### src/rtl/walk_request_ctrl.sv
// Pedestrian crossing request controller: debounces the push button, requests a crossing,
// runs the WALK / flashing DONT_WALK lamp sequence and completes a 4-phase grant handshake.
module walk_request_ctrl #(
  parameter int unsigned DEB_CYCLES   = 4,
  parameter int unsigned WALK_CYCLES  = 8,
  parameter int unsigned FLASH_CYCLES = 6,
  parameter int unsigned FLASH_HALF   = 1,
  parameter int unsigned CNT_W        = 8
) (
  input  logic clk,
  input  logic rst_n,
  input  logic btn,
  input  logic grant,
  output logic req,
  output logic done,
  output logic walk,
  output logic dont_walk,
  output logic wait_lit
);

  localparam logic [CNT_W-1:0] DEB_MAX    = CNT_W'(DEB_CYCLES);
  localparam logic [CNT_W-1:0] DEB_LAST   = CNT_W'(DEB_CYCLES - 1);
  localparam logic [CNT_W-1:0] WALK_LOAD  = CNT_W'(WALK_CYCLES - 1);
  localparam logic [CNT_W-1:0] FLASH_LOAD = CNT_W'(FLASH_CYCLES - 1);
  localparam logic [CNT_W-1:0] HALF_LOAD  = CNT_W'(FLASH_HALF - 1);

  typedef enum logic [2:0] {
    IDLE  = 3'd0,
    REQ   = 3'd1,
    WALK  = 3'd2,
    FLASH = 3'd3,
    DONE  = 3'd4
  } state_t;

  state_t           state, state_n;
  logic             sync1, btn_s;
  logic [CNT_W-1:0] deb_cnt, deb_cnt_n;
  logic [CNT_W-1:0] cnt, cnt_n;
  logic [CNT_W-1:0] half_cnt, half_cnt_n;
  logic             pending, pending_n;
  logic             press_c;
  logic             req_n, done_n, walk_n, dont_walk_n, wait_lit_n;

  // Two-flop synchronizer for the asynchronous button
  always_ff @(posedge clk or negedge rst_n) begin
    if (!rst_n) begin
      sync1 <= 1'b0;
      btn_s <= 1'b0;
    end else begin
      sync1 <= btn;
      btn_s <= sync1;
    end
  end

  // Saturating run-length counter: press fires once per high run, re-arms on a low sample
  always_comb begin
    deb_cnt_n = deb_cnt;
    press_c   = 1'b0;
    if (!btn_s) begin
      deb_cnt_n = '0;
    end else if (deb_cnt != DEB_MAX) begin
      deb_cnt_n = deb_cnt + CNT_W'(1);
      press_c   = (deb_cnt == DEB_LAST);
    end
  end

  always_ff @(posedge clk or negedge rst_n) begin
    if (!rst_n) begin
      state     <= IDLE;
      deb_cnt   <= '0;
      cnt       <= '0;
      half_cnt  <= '0;
      pending   <= 1'b0;
      req       <= 1'b0;
      done      <= 1'b0;
      walk      <= 1'b0;
      dont_walk <= 1'b1;
      wait_lit  <= 1'b0;
    end else begin
      state     <= state_n;
      deb_cnt   <= deb_cnt_n;
      cnt       <= cnt_n;
      half_cnt  <= half_cnt_n;
      pending   <= pending_n;
      req       <= req_n;
      done      <= done_n;
      walk      <= walk_n;
      dont_walk <= dont_walk_n;
      wait_lit  <= wait_lit_n;
    end
  end

  // Next state, phase counters and next-cycle lamp/handshake values
  always_comb begin
    state_n     = state;
    cnt_n       = cnt;
    half_cnt_n  = half_cnt;
    req_n       = 1'b0;
    done_n      = 1'b0;
    walk_n      = 1'b0;
    dont_walk_n = 1'b1;

    unique case (state)
      IDLE: begin
        if (press_c || pending) state_n = REQ;
      end
      REQ: begin
        if (grant) begin
          state_n = WALK;
          cnt_n   = WALK_LOAD;
        end
      end
      WALK: begin
        if (!grant || cnt == '0) begin
          state_n = FLASH;
          cnt_n   = FLASH_LOAD;
        end else begin
          cnt_n = cnt - CNT_W'(1);
        end
      end
      FLASH: begin
        if (cnt == '0) state_n = DONE;
        else           cnt_n   = cnt - CNT_W'(1);
      end
      DONE: begin
        if (!grant) state_n = IDLE;
      end
      default: state_n = IDLE;
    endcase

    // Outputs are registered, so they follow the state being entered
    unique case (state_n)
      REQ:  req_n = 1'b1;
      WALK: begin
        walk_n      = 1'b1;
        dont_walk_n = 1'b0;
      end
      FLASH: begin
        if (state != FLASH) begin
          half_cnt_n = HALF_LOAD;
        end else if (half_cnt == '0) begin
          dont_walk_n = ~dont_walk;
          half_cnt_n  = HALF_LOAD;
        end else begin
          dont_walk_n = dont_walk;
          half_cnt_n  = half_cnt - CNT_W'(1);
        end
      end
      DONE:    done_n = (state != DONE);
      default: ;
    endcase

    // A press outside IDLE is remembered until the next REQ is entered
    pending_n  = (pending || (press_c && state != IDLE)) && !(state_n == REQ && state != REQ);
    wait_lit_n = pending_n || (state_n == REQ);
  end

endmodule

### config.mk
export PLATFORM = sky130hd
export DESIGN_NAME = walk_request_ctrl
export DESIGN_NICKNAME = d
export VERILOG_FILES = /design/src/rtl/walk_request_ctrl.sv
export SDC_FILE = /design/constraint.sdc
export NUM_CORES = 1
export LEC_CHECK = 0
export CORE_MARGIN = 1
export CORE_UTILIZATION = 30
export CTS_CLUSTER_DIAMETER = 30
export DETAILED_ROUTE_END_ITERATION = 7
export GPL_ROUTABILITY_DRIVEN = 0
export GPL_TIMING_DRIVEN = 0
export SYNTH_ARGS = -nofsm -noshare
export SYNTH_HDL_FRONTEND = slang
export SYNTH_SLANG_ARGS = --single-unit
export TNS_END_PERCENT = 10
### constraint.sdc
create_clock -name clk -period 2.4 [get_ports clk]
set_input_delay 0.24 -clock clk [delete_from_list [all_inputs] [get_ports clk]]
set_output_delay 0.24 -clock clk [all_outputs]
set_load 0.005 [all_outputs]
==> flow_metrics.py, run 1 <==
metrics = {
    "routing": {
        "routed_wl_mm": 4.107,
        "first_iter_violations": 102,
        "vias": 1562,
        "routedWlPerCell_um": 13.88,
        "viasPerCell": 5.277,
        "drcViolationCount": 0,
        "ant_nets": 0,
        "dr.pass1.iters": 4,
    },
    "layout": {
        "multiInputGateArea_um2": 1052,
        "fin_cells": 296,
        "nNetsFinal": 228,
        "register_area_um2": 877.1,
        "drive_above_1_share": 0.1233,
        "antennaDiodeCount": 0,
        "num-fill-cells": 635,
        "synthToLayoutAreaGrowth_pct": 14.03,
    },
    "sta": {
        "clock-skew-final_ns": 0.01045,
        "setup-tns-final_ns": 0,
        "setup_viol": 0,
        "drv_slew": 0,
        "fin_crit_ns": 2.283,
        "max_freq_mhz": 437.9,
        "worst_pin_slew_ns": 0.7838,
        "whs_ns": 0.02667,
        "slew_headroom": 0.4775,
        "hold_violations": 0,
        "worst_slack_ns": 0.1166,
        "rsz0062_at_grt": "false",
        "finalCritPeriodShare": 0.9514,
    },
    "power_and_ir_drop": {
        "seqPwrFrac": 0.335,
        "switching_share": 0.4176,
        "leakage_nw": 0.9536,
        "peakVddDrop_mv": 0.2739,
        "power.share.clock": 0.183,
        "power_density_nw_per_um2": 1248,
        "power_frac_comb": 0.482,
        "p_sw_mw": 1.198,
        "internal-power_mw": 1.671,
    },
    "cts": {
        "worst_skew_pair.late_latency_ns": 0.29,
        "cts.sinks": 35,
        "h-tree-depth": 2,
        "cts_tree": "yes",
        "root_buffer": "clkbuf_8",
        "cts.reportedPaths.clkPinSlew_ns": 0.08,
        "cts_max_path_buffers": 2,
        "cts_buffers": 5,
    },
    "yosys": {
        "synth_enable_flop_cells": 0,
        "synth_fp_nets": 214,
        "syn_inst": 205,
        "ys.flop_type": "dfrtp_1",
        "synth_area_um2": 2016,
        "yosys_register_bits": 35,
        "synth.yosys.seq_area_share": 0.4351,
        "synth_area_leader_cell": "dfrtp_1",
        "avgSynthCellArea_um2": 9.833,
        "synth_warnings": 0,
        "yosys.cell_count.top_type": "dfrtp_1",
        "yosys.area.top_type_share": 0.4221,
        "ys_types": 55,
        "synth_async_sr_flop_share": 1.000,
        "ys_top_cells_by_count": "34 x dfrtp_1, 15 x inv_1, 12 x a21oi_1, 11 x nor2_1, 10 x nand2_1",
        "synth_area_leaders": "dfrtp_1 42%, ha_1 3.1%, a21oi_1 3.0%",
    },
    "setup_path": {
        "critPathMaxFanout": 9,
        "critPathKind": "reg -> reg",
        "cp_slowest_cell": "or4b_1",
        "cp_common_cell": "buf_6",
        "worstPathArrival_ns": 2.44,
        "start_kind": "flip-flop",
        "critPathMaxStageDelay_ns": 0.48,
        "endpoint_kind": "flip-flop",
        "cp.required_ns": 2.56,
        "path_cells": "inv_1, ha_1, or4b_1, buf_6, o211a_1, buf_6, a211oi_1, o22ai_1",
    },
    "placement": {
        "post-place-ws_ns": -0.1094,
        "hpwl_mm": 2.913,
        "dp_cells": 289,
        "io_buffers": 7,
    },
    "outcome": {
        "run_status": "finished, final reports clean",
    },
    "die": {
        "core_area_um2": 6422,
        "die_h_um": 83.97,
        "rows": 29,
        "ioPinCount": 9,
        "design.die.area_um2": 7051,
        "die_w_um": 83.97,
        "start_util": 0.3139,
    },
    "global_routing": {
        "grt_usage": 0.1303,
        "grt_pass1_vias": 1540,
        "gr-total-overflow": 0,
        "antenna_found_initial": 0,
        "grt_max_degree": 36,
        "grt_pass1_wl_mm": 7.314,
    },
    "hold_path": {
        "min_path_type": "in -> async",
    },
    "flow_run": {
        "max_cap_violations": 0,
    },
}
-- final timing paths --
check / end / cells past startpoint / slack, ns / start
max: half_cnt[4] / 8 / 0.12 / cnt[0]
min: done / 1 / 0.03 / rst_n
max reg2reg: half_cnt[4] / 8 / 0.12 / cnt[0]
min reg2reg: btn_s / 0 / 0.35 / sync1
max in group asynchronous: cnt[5] / 1 / 1.87 / rst_n
min in group clk: wait_lit / 2 / 0.29 / grant
-- kinds of logic (layout without fill, tap and decap cells) --
family / count (synthesis) / in the layout / synth area share
flip-flops: 35 / 35 / 0.4351
XOR/XNOR: 5 / 5 / 0.02172
buffers and inverters: 22 / 36 / 0.05028
multiplexers: 3 / 3 / 0.01552
AND/OR/NAND/NOR: 71 / 71 / 0.2048
adder cells (fa/ha/maj): 5 / 5 / 0.03104
AO/OA/AOI/OAI: 64 / 64 / 0.2415
-- power groups by stage --
| stage | Sequential, mW | Clock (mW) | Combinational, mW |
|---|---|---|---|
| 2_1_floorplan | 0.920 | 0 | 1.07 |
| 3_3_place_gp | 0.952 | 0 | 1.35 |
| 3_5_place_dp | 0.956 | 0 | 1.37 |
| 4_1_cts | 0.952 | 0.536 | 1.38 |
| 5_1_grt | 0.992 | 0.558 | 1.56 |
| 6_report | 0.961 | 0.524 | 1.38 |
-- cells in the final DEF (no fill, tap or decap), types with 2 or more instances in the layout --
| cell type | n |
|---|---|
| dfrtp_1 | 34 |
| inv_1 | 15 |
| a21oi_1 | 12 |
| nor2_1 | 11 |
| nand2_1 | 10 |
| nand3_1 | 9 |
| o21ai_0 | 7 |
| and2_1 | 7 |
| clkdlybuf4s50_1 | 6 |
| nand4_1 | 5 |
| a211oi_1 | 5 |
| xnor2_1 | 5 |
| ha_1 | 5 |
| clkbuf_8 | 5 |
| buf_2 | 4 |
| nor2b_1 | 4 |
| nor3_1 | 4 |
| o22ai_1 | 4 |
| nand3b_1 | 3 |
| o31ai_1 | 3 |
| nand2b_1 | 3 |
| o21ai_1 | 3 |
| o211ai_1 | 3 |
| o2111ai_1 | 3 |
| clkbuf_1 | 2 |
| nor3_2 | 2 |
| a31o_2 | 2 |
| or3_1 | 2 |
| buf_6 | 2 |
| o21a_1 | 2 |
| o211a_1 | 2 |
| and2b_1 | 2 |
| o31ai_4 | 2 |
| mux2i_1 | 2 |
| a21o_1 | 2 |
| a2111oi_0 | 2 |
| and3_1 | 2 |
-- layout make-up --
class,instances,share of cell area
multi-input cells,148,0.4578
flip-flops and latches,35,0.3816
repair buffers,7,0.02831
plain buffers,7,0.01960
clock inverters,2,0.01633
clock buffers,5,0.02994
inverters,15,0.02450
well taps,77,0.04192
-- worst max-delay path, delay by kind of cell (launching register included) --
family	cells	cell delay, ns
AOI/OAI and AO/OA	3	0.56
and+or+nand+nor	1	0.48
DFF	1	0.42
buffers and inverters	3	0.40
adders and majority gates	1	0.28
-- through the flow --
stage | total power [mW] | instance area, um^2 | utilization
after floorplan | 1.986 | 2016 | -
after global placement | 2.304 | 2182 | 0.3398
after detailed placement | 2.329 | 2177 | 0.3390
after CTS | 2.869 | 2290 | 0.3565
after global routing | 3.110 | 2298 | 0.3579
final | 2.869 | 2298 | 0.3579
-- registers in the layout (all words and copies together) (netlist names) --
| name | count |
|---|---|
| btn_s | 1 |
| wait_lit | 1 |
| sync1 | 1 |
| deb_cnt | 8 |
| pending | 1 |
| done | 1 |
| dont_walk | 1 |
| state | 3 |
| cnt | 8 |
| walk | 1 |
| half_cnt | 8 |
| req | 1 |
-- routing by layer --
| metal | vias up | global-route usage | part of all wire |
|---|---|---|---|
| met2 | 23 | 0.2101 | 0.45 |
| met4 | 0 | 0.04232 | 0.014 |
| met3 | 6 | 0.03264 | 0.034 |
| li1 | 795 | - | - |
| met5 | - | 0 | 0 |
| met1 | 738 | 0.1703 | 0.50 |
-- what timing repair did --
action / CTS / global route
setup buffers: 0 / 0
hold buffers: 0 / 0
resized for setup: 1 / 1
setup endpoints to repair: 4 / 3
No activity file was read; power rests on OpenSTA's default activity.
==> run 2: changes to the inputs <==
--- a/config.mk
+++ b/config.mk
@@ -5,6 +5,7 @@
 export SDC_FILE = /design/constraint.sdc
 export NUM_CORES = 1
 export LEC_CHECK = 0
+export ABC_CLOCK_PERIOD_IN_PS = 2400
 export CORE_MARGIN = 1
 export CORE_UTILIZATION = 30
 export CTS_CLUSTER_DIAMETER = 30
==> results of run 2 <==
The final DEF is identical to that of run 1; final timing and power are the same.
==> RTL change: new RTL, settings of run 1 <==
Set the parameter `FLASH_CYCLES` to 3 (it was 6).
--- a/src/rtl/walk_request_ctrl.sv
+++ b/src/rtl/walk_request_ctrl.sv
@@ -3,7 +3,7 @@
 module walk_request_ctrl #(
   parameter int unsigned DEB_CYCLES   = 4,
   parameter int unsigned WALK_CYCLES  = 8,
-  parameter int unsigned FLASH_CYCLES = 6,
+  parameter int unsigned FLASH_CYCLES = 3,
   parameter int unsigned FLASH_HALF   = 1,
   parameter int unsigned CNT_W        = 8
 ) (
Formal check against the unedited RTL: no difference found for any inputs over 10 cycles, from zero or initial values and one cycle with rst_n low; that may be too few to reach the edited logic, so the function may still have changed.
==> RTL change against run 1 <==
- the flow now finishes with violations (design-rule violations)
- synthesized area rose by 0.93%
- final cell count rose by 2.0%
- routed wire length rose by 6.7%
- sequential cell count did not move
- total power fell by 5.7%
- largest power group unchanged
- setup slack improved by 0.17 ns
- global-route usage rose by 0.39 points
- design area fell by 0.33%
- critical path depth fell by 2
- combinational power fell by 4%
==> RTL change: results <==
outcome:
  outcome: "finished with violations"
  failed_checks: "design-rule violations"
critical_path:
  rr_endpoint: "half_cnt[1]"
  endpoint: "half_cnt[1]"
  cp.arrival_ns: 2.34
  r2r_cells: 6
  critical-path-top-delay-family: "simple AND/OR/NAND/NOR gates"
  max_stage_delay_ns: 0.51
synthesis:
  synth_area_leaders: "dfrtp_1 (42%), ha_1 (3.1%), inv_1 (3.0%)"
  ys_seq_area_frac: 0.431
  netlist_top_cells_count: "dfrtp_1 (34), inv_1 (16), nand2_1 (12)"
  yosys_warnings: 0
  synth-compound-area-share: 0.215
  syn_nets: 218
  synth_mux_area_frac: 0.0197
  synth_xor_area_frac: 0.0129
  ys_async_sr_fraction: 1.00
  synth_adder_area_share: 0.0308
  syn_inst: 209
floorplanning:
  core.rowCount: 29
grt:
  track_usage: 0.134
  grt_pass1_wl_mm: 7.56
  grt_max_degree: 36
  antenna_found_initial: 0
clock_network:
  ctsResizeCount: 0
  clk-insertion-delay-late_ns: 0.28
  htreeDepth: 2
  path_clk_slew_ns: 0.08
placement:
  dpl-instance-area_mm2: 0.00221
  pre_cts_slack_ns: 0.219
  placedCellCount: 294
  io_buffers: 8
  dp_hpwl_mm: 3.08
routing:
  vias: 1647
  first_pass_iters: 6
  post_drt_via_cell_ratio: 5.45
  finalWirelength_mm: 4.38
  drc: 2
  drt_iter0_markers: 152
worst_hold_path:
  hold_class: "in -> async"
pwr:
  p_leak_nw: 0.935
  irDropWorstVdd_uv: 512
finish:
  utilization: 0.355
  drive_gt1_frac: 0.107
  multi_input_area_share: 0.465
  clkCellAreaFrac: 0.0371
  seq_cells: 35
  inverters_excl_clock: 16
  signal_buffers: 14
  nonClkBufAreaFrac: 0.0470
  fill_cells: 666
  clkbuf_count: 6
  num-nets-final: 233
  multi_input_cells: 152
sta:
  fin_ws_ns: 0.285
  slew-limit-headroom: 0.493
  finalClockSkew_ns: 0.00904
## RTL change: power breakdown
part | total (mW) | switching [mW] | internal [mW]
clock | 0.420 | 0.217 | 0.203
combinational | 1.33 | 0.780 | 0.553
sequential | 0.953 | 0.182 | 0.771
total | 2.71 | 1.18 | 1.53
## RTL change: worst min path at each step
stage               startpoint           to  slack [ns]  depth (start not counted)
CTS                      rst_n  half_cnt[1]        0.06                          1
floorplan                rst_n        btn_s       -0.06                          0
finish                   rst_n       cnt[0]        0.02                          1
global route             rst_n  half_cnt[1]        0.11                          1
detailed placement       sync1        btn_s        0.35                          0
global placement         sync1        btn_s        0.33                          0
## RTL change: metal layers
layer,vias to the layer above,global-route usage,wire length [um]
met5,-,0,0
met4,0,0.0601,76
met3,7,0.0275,122
met2,25,0.202,1950
met1,802,0.187,2230
li1,813,-,-
